==> src/rtl/tqvp_vga_capture_if.sv <==
// rtl/tqvp_vga_capture_if.sv - pin and register-bus bundle for tqvp_vga_capture
//
// Purpose: groups the video pins (ui_in/uo_out) and the register bus so the
// capture block takes a single bundle port.
// Signals:
//   ui_in[7:0]          video in: [0] hsync, [1] vsync, [2] pixel
//   uo_out[7:0]         {6'b0, capture state}
//   address[5:0]        register byte address
//   data_in[31:0]       write data
//   data_write_n[1:0]   11 none, 00 8b, 01 16b, 10 32b
//   data_read_n[1:0]    11 none, else read
//   data_out[31:0]      read data, combinational from address
//   data_ready          always 1
//   user_interrupt      capture-done interrupt, level
// Modports: master drives the inputs of the block, slave is the block.

interface tqvp_vga_capture_if;
  logic [7:0]  ui_in;
  logic [7:0]  uo_out;
  logic [5:0]  address;
  logic [31:0] data_in;
  logic [1:0]  data_write_n;
  logic [1:0]  data_read_n;
  logic [31:0] data_out;
  logic        data_ready;
  logic        user_interrupt;

  modport master (
    output ui_in, address, data_in, data_write_n, data_read_n,
    input  uo_out, data_out, data_ready, user_interrupt
  );

  modport slave (
    input  ui_in, address, data_in, data_write_n, data_read_n,
    output uo_out, data_out, data_ready, user_interrupt
  );
endinterface

==> src/rtl/tqvp_vga_capture.sv <==
// rtl/tqvp_vga_capture.sv - 1-bit VGA frame sampler into a COLS x ROWS bit buffer
//
// Purpose: measures hsync/vsync timing and, once armed, samples the pixel
// input on a programmable X/Y grid into a small bit buffer readable over the
// register bus.
// Ports:
//   clk     project clock
//   rst_n   asynchronous active-low reset
//   bus     tqvp_vga_capture_if.slave (video pins + register bus)

module tqvp_vga_capture #(
  parameter int COLS = 32,
  parameter int ROWS = 10
) (
  input logic               clk,
  input logic               rst_n,
  tqvp_vga_capture_if.slave bus
);

  localparam int COL_W  = $clog2(COLS + 1);
  localparam int CIDX_W = $clog2(COLS);
  localparam int ROW_W  = (ROWS > 1) ? $clog2(ROWS) : 1;

  typedef enum logic [1:0] {
    S_IDLE    = 2'd0,
    S_ARMED   = 2'd1,
    S_CAPTURE = 2'd2,
    S_DONE    = 2'd3
  } state_t;

  state_t r_state;
  state_t w_state_nxt;

  logic [1:0]  r_sync;
  logic [1:0]  r_sync_d;
  logic [10:0] r_x_cnt;
  logic [9:0]  r_y_cnt;
  logic [15:0] r_line_period;
  logic [9:0]  r_lines;
  logic [7:0]  r_frame_cnt;

  logic [10:0] r_x_start;
  logic [6:0]  r_x_step;
  logic [9:0]  r_y_start;
  logic [6:0]  r_y_step;
  logic [4:0]  r_ctrl;

  logic [ROW_W-1:0] r_row;
  logic [COL_W-1:0] r_col;
  logic [11:0]      r_next_x;
  logic [10:0]      r_next_y;
  logic             r_short;
  logic             r_irq;

  logic [COLS-1:0] r_buf [ROWS];

  logic w_wr;
  logic w_wr32;
  logic w_ctrl_wr;
  logic w_irq_clr;
  logic w_hs_act;
  logic w_hs_act_d;
  logic w_vs_act;
  logic w_vs_act_d;
  logic w_hs_edge;
  logic w_vs_edge;
  logic [6:0] w_x_step_eff;
  logic [6:0] w_y_step_eff;
  logic w_row_hit;
  logic w_row_adv;
  logic w_px_hit;
  logic w_enter_done;
  logic w_start_cap;
  logic [ROW_W-1:0] w_rd_row;
  logic w_rd_row_ok;
  logic w_unused_ok;

  assign w_wr      = (bus.data_write_n != 2'b11);
  assign w_wr32    = (bus.data_write_n == 2'b10);
  assign w_ctrl_wr = w_wr32 && (bus.address == 6'h38);
  assign w_irq_clr = w_wr && (bus.address == 6'h3C);

  // Polarity bit set means the sync pulse is high; XNOR turns both
  // polarities into an active-high level whose rising edge is the event.
  assign w_hs_act   = r_sync[0]   ~^ r_ctrl[2];
  assign w_hs_act_d = r_sync_d[0] ~^ r_ctrl[2];
  assign w_vs_act   = r_sync[1]   ~^ r_ctrl[3];
  assign w_vs_act_d = r_sync_d[1] ~^ r_ctrl[3];
  assign w_hs_edge  = w_hs_act & ~w_hs_act_d;
  assign w_vs_edge  = w_vs_act & ~w_vs_act_d;

  assign w_x_step_eff = (r_x_step == 7'd0) ? 7'd1 : r_x_step;
  assign w_y_step_eff = (r_y_step == 7'd0) ? 7'd1 : r_y_step;

  // next_x/next_y carry one extra bit so a step past the counter range
  // simply never matches again instead of wrapping onto a low coordinate.
  assign w_row_hit = (r_state == S_CAPTURE) && ({1'b0, r_y_cnt} == r_next_y);
  assign w_row_adv = w_row_hit && w_hs_edge && !w_vs_edge;
  assign w_px_hit  = w_row_hit && (r_col < COL_W'(COLS)) &&
                     ({1'b0, r_x_cnt} == r_next_x);

  assign w_enter_done = (w_state_nxt == S_DONE) && (r_state != S_DONE);
  assign w_start_cap  = (r_state == S_ARMED) && (w_state_nxt == S_CAPTURE);

  assign w_rd_row    = bus.address[2 +: ROW_W];
  assign w_rd_row_ok = (bus.address[1:0] == 2'b00) &&
                       ({28'd0, bus.address[5:2]} < 32'(ROWS));

  assign w_unused_ok = &{1'b0, bus.data_read_n, bus.ui_in[7:3], bus.data_in};

  // Sync registering and timing counters
  always_ff @(posedge clk or negedge rst_n) begin
    if (!rst_n) begin
      r_sync        <= 2'b00;
      r_sync_d      <= 2'b00;
      r_x_cnt       <= '0;
      r_y_cnt       <= '0;
      r_line_period <= '0;
      r_lines       <= '0;
      r_frame_cnt   <= '0;
    end else begin
      r_sync   <= bus.ui_in[1:0];
      r_sync_d <= r_sync;
      if (w_hs_edge) begin
        r_x_cnt       <= '0;
        r_line_period <= {5'd0, r_x_cnt} + 16'd1;
      end else if (r_x_cnt != 11'h7FF) begin
        r_x_cnt <= r_x_cnt + 11'd1;
      end
      if (w_vs_edge) begin
        r_y_cnt     <= '0;
        r_lines     <= r_y_cnt;
        r_frame_cnt <= r_frame_cnt + 8'd1;
      end else if (w_hs_edge && (r_y_cnt != 10'h3FF)) begin
        r_y_cnt <= r_y_cnt + 10'd1;
      end
    end
  end

  // Configuration registers (32-bit writes only)
  always_ff @(posedge clk or negedge rst_n) begin
    if (!rst_n) begin
      r_x_start <= '0;
      r_x_step  <= 7'd32;
      r_y_start <= '0;
      r_y_step  <= 7'd77;
      r_ctrl    <= '0;
    end else if (w_wr32) begin
      case (bus.address)
        6'h30: begin
          r_x_start <= bus.data_in[10:0];
          r_x_step  <= bus.data_in[22:16];
        end
        6'h34: begin
          r_y_start <= bus.data_in[9:0];
          r_y_step  <= bus.data_in[22:16];
        end
        6'h38:   r_ctrl <= bus.data_in[4:0];
        default: ;
      endcase
    end
  end

  // FSM state register
  always_ff @(posedge clk or negedge rst_n) begin
    if (!rst_n) r_state <= S_IDLE;
    else        r_state <= w_state_nxt;
  end

  // FSM next state; a CTRL write overrides any engine event
  always_comb begin
    w_state_nxt = r_state;
    if (w_ctrl_wr) begin
      w_state_nxt = bus.data_in[0] ? S_ARMED : S_IDLE;
    end else begin
      case (r_state)
        S_ARMED:   if (w_vs_edge) w_state_nxt = S_CAPTURE;
        S_CAPTURE: begin
          if (w_vs_edge)
            w_state_nxt = S_DONE;
          else if (w_row_adv && (r_row == ROW_W'(ROWS - 1)))
            w_state_nxt = S_DONE;
        end
        S_DONE:    if (r_ctrl[1]) w_state_nxt = S_ARMED;
        default:   ;
      endcase
    end
  end

  // FSM outputs and register read mux
  always_comb begin
    bus.uo_out         = {6'b0, r_state};
    bus.data_ready     = 1'b1;
    bus.user_interrupt = r_irq & r_ctrl[4];
    bus.data_out       = '0;
    case (bus.address)
      6'h28: bus.data_out = {16'd0, r_line_period};
      6'h2C: bus.data_out = {22'd0, r_lines};
      6'h30: bus.data_out = {9'd0, r_x_step, 5'd0, r_x_start};
      6'h34: bus.data_out = {9'd0, r_y_step, 6'd0, r_y_start};
      6'h38: bus.data_out = {27'd0, r_ctrl};
      6'h3C: bus.data_out = {16'd0, r_frame_cnt, 5'd0, r_short, r_state};
      default: if (w_rd_row_ok) bus.data_out = 32'(r_buf[w_rd_row]);
    endcase
  end

  // Capture engine: grid position, short-frame flag and interrupt flag
  always_ff @(posedge clk or negedge rst_n) begin
    if (!rst_n) begin
      r_row    <= '0;
      r_col    <= '0;
      r_next_x <= '0;
      r_next_y <= '0;
      r_short  <= 1'b0;
      r_irq    <= 1'b0;
    end else begin
      if (w_start_cap) begin
        r_row    <= '0;
        r_col    <= '0;
        r_next_x <= {1'b0, r_x_start};
        r_next_y <= {1'b0, r_y_start};
      end else if (w_row_adv) begin
        r_row    <= r_row + ROW_W'(1);
        r_next_y <= r_next_y + {4'd0, w_y_step_eff};
        r_col    <= '0;
        r_next_x <= {1'b0, r_x_start};
      end else if (w_px_hit) begin
        r_col    <= r_col + COL_W'(1);
        r_next_x <= r_next_x + {5'd0, w_x_step_eff};
      end

      if (w_ctrl_wr && bus.data_in[0])
        r_short <= 1'b0;
      else if ((r_state == S_CAPTURE) && (w_state_nxt == S_DONE))
        r_short <= w_vs_edge;

      // A new DONE entry beats a software clear in the same cycle
      if (w_enter_done)
        r_irq <= 1'b1;
      else if (w_irq_clr)
        r_irq <= 1'b0;
    end
  end

  // Capture buffer has no reset and no CPU write path
  always_ff @(posedge clk) begin
    if (w_px_hit) r_buf[r_row][r_col[CIDX_W-1:0]] <= bus.ui_in[2];
  end

endmodule
==> src/flat_wrapper.sv <==
// flat-port wrapper written by rule: the top's interface ports become plain ports
module tqvp_vga_capture_flat 
#(
  parameter int COLS = 32,
  parameter int ROWS = 10
)
  (clk, rst_n, bus_ui_in, bus_address, bus_data_in, bus_data_write_n, bus_data_read_n, bus_uo_out, bus_data_out, bus_data_ready, bus_user_interrupt);
  tqvp_vga_capture_if bus_i ();
  input logic clk;
  input logic rst_n;
  input wire logic [$bits(bus_i.ui_in)-1:0] bus_ui_in;
  input wire logic [$bits(bus_i.address)-1:0] bus_address;
  input wire logic [$bits(bus_i.data_in)-1:0] bus_data_in;
  input wire logic [$bits(bus_i.data_write_n)-1:0] bus_data_write_n;
  input wire logic [$bits(bus_i.data_read_n)-1:0] bus_data_read_n;
  output wire logic [$bits(bus_i.uo_out)-1:0] bus_uo_out;
  output wire logic [$bits(bus_i.data_out)-1:0] bus_data_out;
  output wire logic [$bits(bus_i.data_ready)-1:0] bus_data_ready;
  output wire logic [$bits(bus_i.user_interrupt)-1:0] bus_user_interrupt;
  assign bus_i.ui_in = bus_ui_in;
  assign bus_i.address = bus_address;
  assign bus_i.data_in = bus_data_in;
  assign bus_i.data_write_n = bus_data_write_n;
  assign bus_i.data_read_n = bus_data_read_n;
  assign bus_uo_out = bus_i.uo_out;
  assign bus_data_out = bus_i.data_out;
  assign bus_data_ready = bus_i.data_ready;
  assign bus_user_interrupt = bus_i.user_interrupt;
  tqvp_vga_capture #(.COLS(COLS), .ROWS(ROWS)) u_core (.clk(clk), .rst_n(rst_n), .bus(bus_i));
endmodule
==> config.mk <==
export PLATFORM = sky130hd
export DESIGN_NAME = tqvp_vga_capture_flat
export DESIGN_NICKNAME = d
export VERILOG_FILES = /design/src/rtl/tqvp_vga_capture_if.sv /design/src/rtl/tqvp_vga_capture.sv /design/src/flat_wrapper.sv
export SDC_FILE = /design/constraint.sdc
export NUM_CORES = 1
export LEC_CHECK = 0
export ABC_AREA = 1
export CAP_MARGIN = 0
export CORE_MARGIN = 3
export CORE_UTILIZATION = 35
export CTS_BUF_LIST = sky130_fd_sc_hd__clkbuf_4 sky130_fd_sc_hd__clkbuf_8
export DETAILED_ROUTE_END_ITERATION = 16
export GPL_TIMING_DRIVEN = 1
export PLACE_DENSITY_LB_ADDON = 0.08
export SKIP_LAST_GASP = 1
export SYNTH_ARGS = -nofsm -noshare
export SYNTH_HDL_FRONTEND = slang
export SYNTH_SLANG_ARGS = --single-unit
export TNS_END_PERCENT = 10
==> constraint.sdc <==
create_clock -name clk -period 3.1 [get_ports clk]
set_clock_uncertainty 0.1 [all_clocks]
set_input_delay 0.465 -clock clk [delete_from_list [all_inputs] [get_ports clk]]
set_output_delay 0.465 -clock clk [all_outputs]
set_load 0.1 [all_outputs]
==> impl_metrics.csv, run 1 <==
group,metric,value,unit
final_layout,drive_gt1_frac,0.171,
drt,drcViolationCount,0,
logic_synthesis,syn-instance-count,2167,
placed_design,pre_cts_slack,-386,ps
timing,fin_crit_sh,0.982,
global_route,grt_util_met3,0.0366,
final_layout,final_cells,3183,
global_route,grt_pass1_vias,16300,
final_layout,design_area,26000,µm²
flow_run,drv_cap,0,
status,status,"finished clean",
placed_design,place.port_buffers,65,
drt,wire_per_inst,21.6,µm
worst_setup_path,crit_arrival,2480,ps
cts,post_cts_buffers,0,
placed_design,gp_congestion,0.895,
global_route,grt_max_degree,89,
power,total_power,16.1,mW
logic_synthesis,yosysUniqueCellTypes,59,
worst_setup_path,r2r_cells,15,
cts,cts_tree,"built",
logic_synthesis,synth_area,21300,µm²
logic_synthesis,async_flop_share,0.292,
floorplan,die_h,253,µm
worst_hold_path,worstHoldPathCells,1,
worst_setup_path,cp_max_fo,3,
power,power_per_cell_area,619,nW/µm²
logic_synthesis,synth-xor-area-share,0.0132,
placed_design,hpwl,45900,µm
cts,clkSinkCount,452,
cts,root_buffer,"clkbuf_8",
cts,htreeDepth,3,
logic_synthesis,synth-simple-area-share,0.207,
drt,first_pass_iters,5,
floorplan,io_pins,94,
logic_synthesis,synth_seq_cells,452,
placed_design,dpl-instance-area,24200,µm²
floorplan,core_area,59600,µm²
drt,viasPerCell,5.18,
timing,fin_ws,54.3,ps
timing,rsz0062_at_grt,"true",
worst_setup_path,critPathLaunchType,"input port",
power,power.leakage,10.2,nW
final_layout,area_growth,21.9,%
logic_synthesis,synthFlopType,"edfxtp_1",
drt,drt-initial-drc-count,1383,
timing,finalHoldViolCount,0,
worst_setup_path,rrSetupSlack,140,ps
cts,clk_latency,670,ps
timing,max_freq,0.328,GHz
logic_synthesis,synth-edff-count,320,
logic_synthesis,synth_adder_area_share,0.0166,
drt,num_vias,16500,
floorplan,start_util,0.357,
timing,maxSlewHeadroom,0.427,
logic_synthesis,synth_top_family_by_area,"simple AND/OR/NAND/NOR gates",
timing,finalMaxSlewViolations,0,
floorplan,die_x,253,µm
timing,fin_hold_ws,135,ps
logic_synthesis,synth.mux.area_fraction,0.000529,
cts,clock_path_buffers,3,
worst_hold_path,min_path_type,"input port to register",
final_layout,final_cell_mix,"nand2_1, nor2_1, edfxtp_1",
global_route,use_met2,0.356,
power,ir_worst_vdd,0.323,mV
drt,drtAntennaViolNets,0,
timing,finalSetupViolations,0,
global_route,grt-busiest-layer,"met2",
timing,tightest_slew,856,ps
floorplan,rows,89,
global_route,grt_util_met1,0.282,
logic_synthesis,yosysSeqAreaShare,0.607,
final_layout,fillCellCount,5761,
worst_setup_path,crit_type,"input port to output pin",
logic_synthesis,synth.avg_cell_area,9.82,µm²
global_route,track_usage,0.216,
final_layout,final_common_cell,"nand2_1",
worst_setup_path,cp.required,2530,ps
placed_design,dp.cells,3030,
timing,fin_setup_tns,0,ps
cts,clk_pin_slew,60,ps
worst_setup_path,end_kind,"output pin",
final_layout,final_nets,2423,
floorplan,die-area,63800,µm²
logic_synthesis,synth-compound-area-share,0.104,
global_route,gr-total-overflow,0,
timing,layout_min_cycle_time,3050,ps
cts,numCtsBuffers,83,
global_route,grt_pass1_wl,103000,µm
logic_synthesis,yosysWarnings,0,
global_route,antenna_found_initial,1,
final_layout,final_util,0.436,
drt,wl,68800,µm
==> final cells by class <==
cell class / instances / area [µm²] / share of cell area
Antenna cell: 1 / 2.50 / 0.0000964
Clock buffer: 117 / 1430 / 0.0551
Clock inverter: 33 / 259 / 0.00998
Inverter: 146 / 548 / 0.0211
Multi-Input combinational cell: 1447 / 7410 / 0.286
Sequential cell: 452 / 12900 / 0.498
Tap cell: 773 / 967 / 0.0373
Timing Repair Buffer: 214 / 2420 / 0.0931
==> per-layer routing <==
metal / vias to the layer above / share of wire
met2: 482 / 0.48
met1: 8132 / 0.43
met5: - / 0
li1: 7752 / -
met3: 125 / 0.056
met4: 0 / 0.036
==> power breakdown <==
part	total, mW	switching [mW]	internal (mW)
combinational	3.01	2.06	0.945
sequential	7.22	0.413	6.80
clock	5.85	2.60	3.24
total	16.1	5.08	11.0
==> what timing repair did <==
item,CTS,global route
gates resized for setup,4,11
pin swaps,0,1
endpoints found under the setup margin,32,30
endpoints found under the hold margin,65,0
hold buffers,1,0
gates cloned,0,1
==> cells by family after synthesis <==
group	count (synthesis)
DFF	452
and+or+nand+nor	1022
buffers and inverters	273
muxes	1
other	2
adders and majority gates	27
xor gates and xnor gates	32
AOI/OAI and AO/OA	358
==> final timing paths <==
check,start,end
max,bus_address[1],bus_data_out[4]
min,bus_ui_in[1],u_core.r_sync[1]
max reg2reg,u_core.r_y_step[4],u_core.r_next_y[10]
min reg2reg,u_core.r_sync[1],u_core.r_sync_d[1]
max in group asynchronous,rst_n,u_core.r_y_cnt[1]
min in group asynchronous,rst_n,u_core.r_irq
==> sequential cells by signal, summed over array words and instances, names as in the netlist, 2 cells and up <==
register	cells
u_core.r_row	4
u_core.r_x_cnt	11
u_core.r_next_x	12
u_core.r_state	2
u_core.r_line_period	12
u_core.r_buf	320
u_core.r_y_start	10
u_core.r_x_start	11
u_core.r_x_step	7
u_core.r_y_cnt	10
u_core.r_sync_d	2
u_core.r_frame_cnt	8
u_core.r_col	6
u_core.r_sync	2
u_core.r_lines	10
u_core.r_y_step	7
u_core.r_next_y	11
u_core.r_ctrl	5
==> synth_stat cells, types with 18 or more instances <==
master    instances  area, µm²
ha_1             25        313
nor3_1           18       90.1
edfxtp_1        320       9610
nand4_1          38        238
nand2_1         416       1560
inv_1           138        518
nand3_1          82        410
nand2_4          25        282
clkbuf_1         90        338
dfrtp_1         127       3180
o21ai_0         131        656
nor2_1          403       1510
a21oi_1          75        375
xor2_1           27        236
a22oi_1          72        541
==> worst max-delay path, cell delays in order <==
cell	delay, ps
clkdlybuf4s50_1	410
or2_4	300
nor3_1	220
buf_4	170
nand2_1	70
buf_4	140
o21ai_0	140
a211oi_1	80
buf_4	160
nand2_1	120
buf_12	190
Power figures use the tool's default switching activity.
==> run 2, diff against run 1 <==
clock period = 2.54 ns   (was 3.1 ns; I/O delays follow)
==> run 2 against run 1 <==
  * Register-to-register slack got worse by 220 ps
  * Routed wire length grew 3.0%
  * Non-clock buffer count up 41
  * Setup slack worse by 160 ps
  * Sequential power up 22%
  * The flow now finishes with violations (setup timing)
  * Power is 23% higher
  * Via count up 2.1%
  * Critical endpoint is now bus_data_out[5]
  * Cell area rose by 4.2%
  * Global-route usage increased by 0.62 points
  * Combinational power up 39%
  * Hold slack got worse by 71 ps
  * Count of clock-buffer cells in the layout decreased by 6
==> impl_metrics.csv, run 2 (synthesis results as in run 1) <==
group,metric,value,unit
status,status,"finished, violations left",
status,violations,"setup timing",
timing,finalMaxSlewViolations,0,
global_route,antenna_found_initial,1,
drt,drtAntennaViolNets,0,
placed_design,hpwl,46900,µm
cts,clock_path_buffers,3,
worst_hold_path,min_path_type,"input port to register",
final_layout,final_cell_mix,"nand2_1, nor2_1, edfxtp_1",
worst_setup_path,r2r_cells,15,
power,p_comb_frac,0.210,
power,seqPwrFrac,0.443,
worst_setup_path,timing.rr.end,"u_core.r_next_y[10]",
cts,cts_tree,"built",
power,switchingPower,6.43,mW
drt,viasPerCell,5.22,
floorplan,io_pins,94,
cts,htreeDepth,3,
cts,clkSinkCount,452,
drt,num_vias,16800,
worst_setup_path,critPathLaunchType,"register",
global_route,gr-total-overflow,0,
drt,wl,70900,µm
worst_setup_path,end_kind,"output pin",
global_route,grt_max_degree,106,
worst_setup_path,worst-path-stages,7,
power,intPower,13.4,mW
power,swShare,0.324,
power,power_per_cell_area,734,nW/µm²
placed_design,gp_congestion,0.867,
drt,wire_per_inst,22.0,µm
power,power.leakage,10.6,nW
power,total_power,19.8,mW
worst_setup_path,timing.critical_path.mode_cell,"nand2_1",
worst_setup_path,r2r_start,"u_core.r_y_step[4]",
timing,fin_setup_tns,-502,ps
worst_setup_path,cp.required,2060,ps
flow_run,drv_cap,0,
worst_setup_path,crit_path_end,"bus_data_out[5]",
placed_design,dp.cells,3056,
cts,root_buffer,"clkbuf_8",
final_layout,final_nets,2465,
placed_design,place.port_buffers,65,
timing,max_freq,0.378,GHz
power,clockPowerShare,0.347,
floorplan,core_area,59600,µm²
timing,fin_hold_ws,64.1,ps
floorplan,rows,89,
placed_design,pre_cts_slack,-670,ps
final_layout,final_cells,3225,
worst_setup_path,rrSetupSlack,-80,ps
floorplan,die_x,253,µm
worst_setup_path,crit_type,"register to output pin",
timing,finalHoldViolCount,0,
final_layout,largest_reg_flops,320,
final_layout,final_common_cell,"nand2_1",
final_layout,area_growth,27.0,%
timing,maxSlewHeadroom,0.472,
worst_setup_path,crit_slowest_cell,"edfxtp_1",
drt,first_pass_iters,5,
worst_setup_path,crit_arrival,2160,ps
worst_setup_path,worst-path-buf-inv,1,
cts,clk_pin_slew,60,ps
timing,tightest_slew,790,ps
cts,clk_latency,680,ps
worst_setup_path,cp_max_fo,1,
global_route,track_usage,0.222,
floorplan,die_h,253,µm
worst_setup_path,crit_start,"u_core.r_buf[2][5]",
worst_setup_path,slowest_delay,380,ps
drt,drt-initial-drc-count,1415,
timing,fin_crit_sh,1.04,
final_layout,drive_gt1_frac,0.233,
worst_setup_path,crit_chain,"nand2_1 > a41oi_1 > a21oi_1 > nand2_1 > nand3_2 > nand4_1 > buf_12",
global_route,grt_pass1_wl,106000,µm
timing,rsz0062_at_grt,"true",
worst_setup_path,critical-path-top-delay-family,"simple AND/OR/NAND/NOR gates",
timing,fin_ws,-104,ps
floorplan,start_util,0.357,
timing,finalSetupViolations,10,
floorplan,die-area,63800,µm²
power,ir_worst_vdd,0.327,mV
timing,layout_min_cycle_time,2640,ps
global_route,grt_pass1_vias,17000,
cts,numCtsBuffers,83,
drt,drcViolationCount,0,
## run 2: cell count changes in the layout (fill, tap and decap cells not counted), moves of 11 or more
cell      previous run  this run
buf_4              124       144
nand2_1            416       396
nor2_1             400       380
buf_6                2        19
o21ai_0            125       111
nand2_2             10        22
clkinv_2             7        18
inv_1              136       125
## run 2: worst min path at each step
stage | start | endpoint | depth (start not counted) | slack [ps]
after global routing | bus_ui_in[1] | u_core.r_sync[1] | 1 | 50
final | bus_ui_in[0] | u_core.r_sync[0] | 1 | 60
after CTS | bus_ui_in[1] | u_core.r_sync[1] | 1 | 20
after global placement | u_core.r_sync[1] | u_core.r_sync_d[1] | 0 | 260
after detailed placement | u_core.r_sync[1] | u_core.r_sync_d[1] | 0 | 280
after floorplan | rst_n | u_core.r_col[0] | 0 | -10
## run 2: through the flow
| step | cell area (µm²) | utilization |
|---|---|---|
| after floorplan | 21700 | - |
| after global placement | 24600 | 0.413 |
| after detailed placement | 24600 | 0.413 |
| after CTS | 26600 | 0.447 |
| after global routing | 27000 | 0.454 |
| final | 27000 | 0.454 |
## run 2: area by class of cell
class / instances / area [µm²]
clock inverter: 39 / 236
inverter: 146 / 567
antenna: 1 / 2.50
clock buffer: 111 / 1380
sequential: 452 / 12900
timing repair buffer: 255 / 2850
fill: 5712 / 32500
tap: 773 / 967
multi-input combinational: 1448 / 8100
## run 2: what timing repair did
action	in CTS	in global routing
hold buffers	2	0
gates resized for setup	110	81
gates cloned	1	1
setup buffers	10	8
endpoints found under the hold margin	76	0
pin swaps	35	26
endpoints found under the setup margin	161	368
## run 2: power groups by stage
stage          Clock, mW  Combinational (mW)  Sequential (mW)
4_1_cts             7.07                4.02             8.77
6_report            6.88                4.18             8.78
2_1_floorplan          0                2.29             8.81
5_1_grt             7.40                4.57             8.84
3_3_place_gp           0                3.90             8.90
3_5_place_dp           0                3.93             8.90
## run 2: worst register-to-register path, stage by stage (launching register included)
cell and delay (ps):
dfrtp_1 380, or3_4 400, o41ai_2 200, buf_4 170
ha_4 130, inv_2 30, fa_2 350, inv_2 70
nand4_1 120, nand3_2 100, nand2_2 50, a21oi_2 130
nand2_1 90, nor3_2 120, nor2_1 60, nor2_1 80
## run 2: metal layers
metal | track usage | share of wire | routed length [µm] | vias up
met5 | 0 | 0 | 0 | -
met4 | 0.0895 | 0.032 | 2270 | 0
met3 | 0.0347 | 0.054 | 3800 | 108
met2 | 0.373 | 0.48 | 34300 | 511
met1 | 0.288 | 0.43 | 30400 | 8378
li1 | - | - | - | 7837
==> run 3, diff against run 2 <==
SLEW_MARGIN = 5   (was unset)
==> results of run 3 <==
Final layout, timing and power as in run 2 (identical DEF).
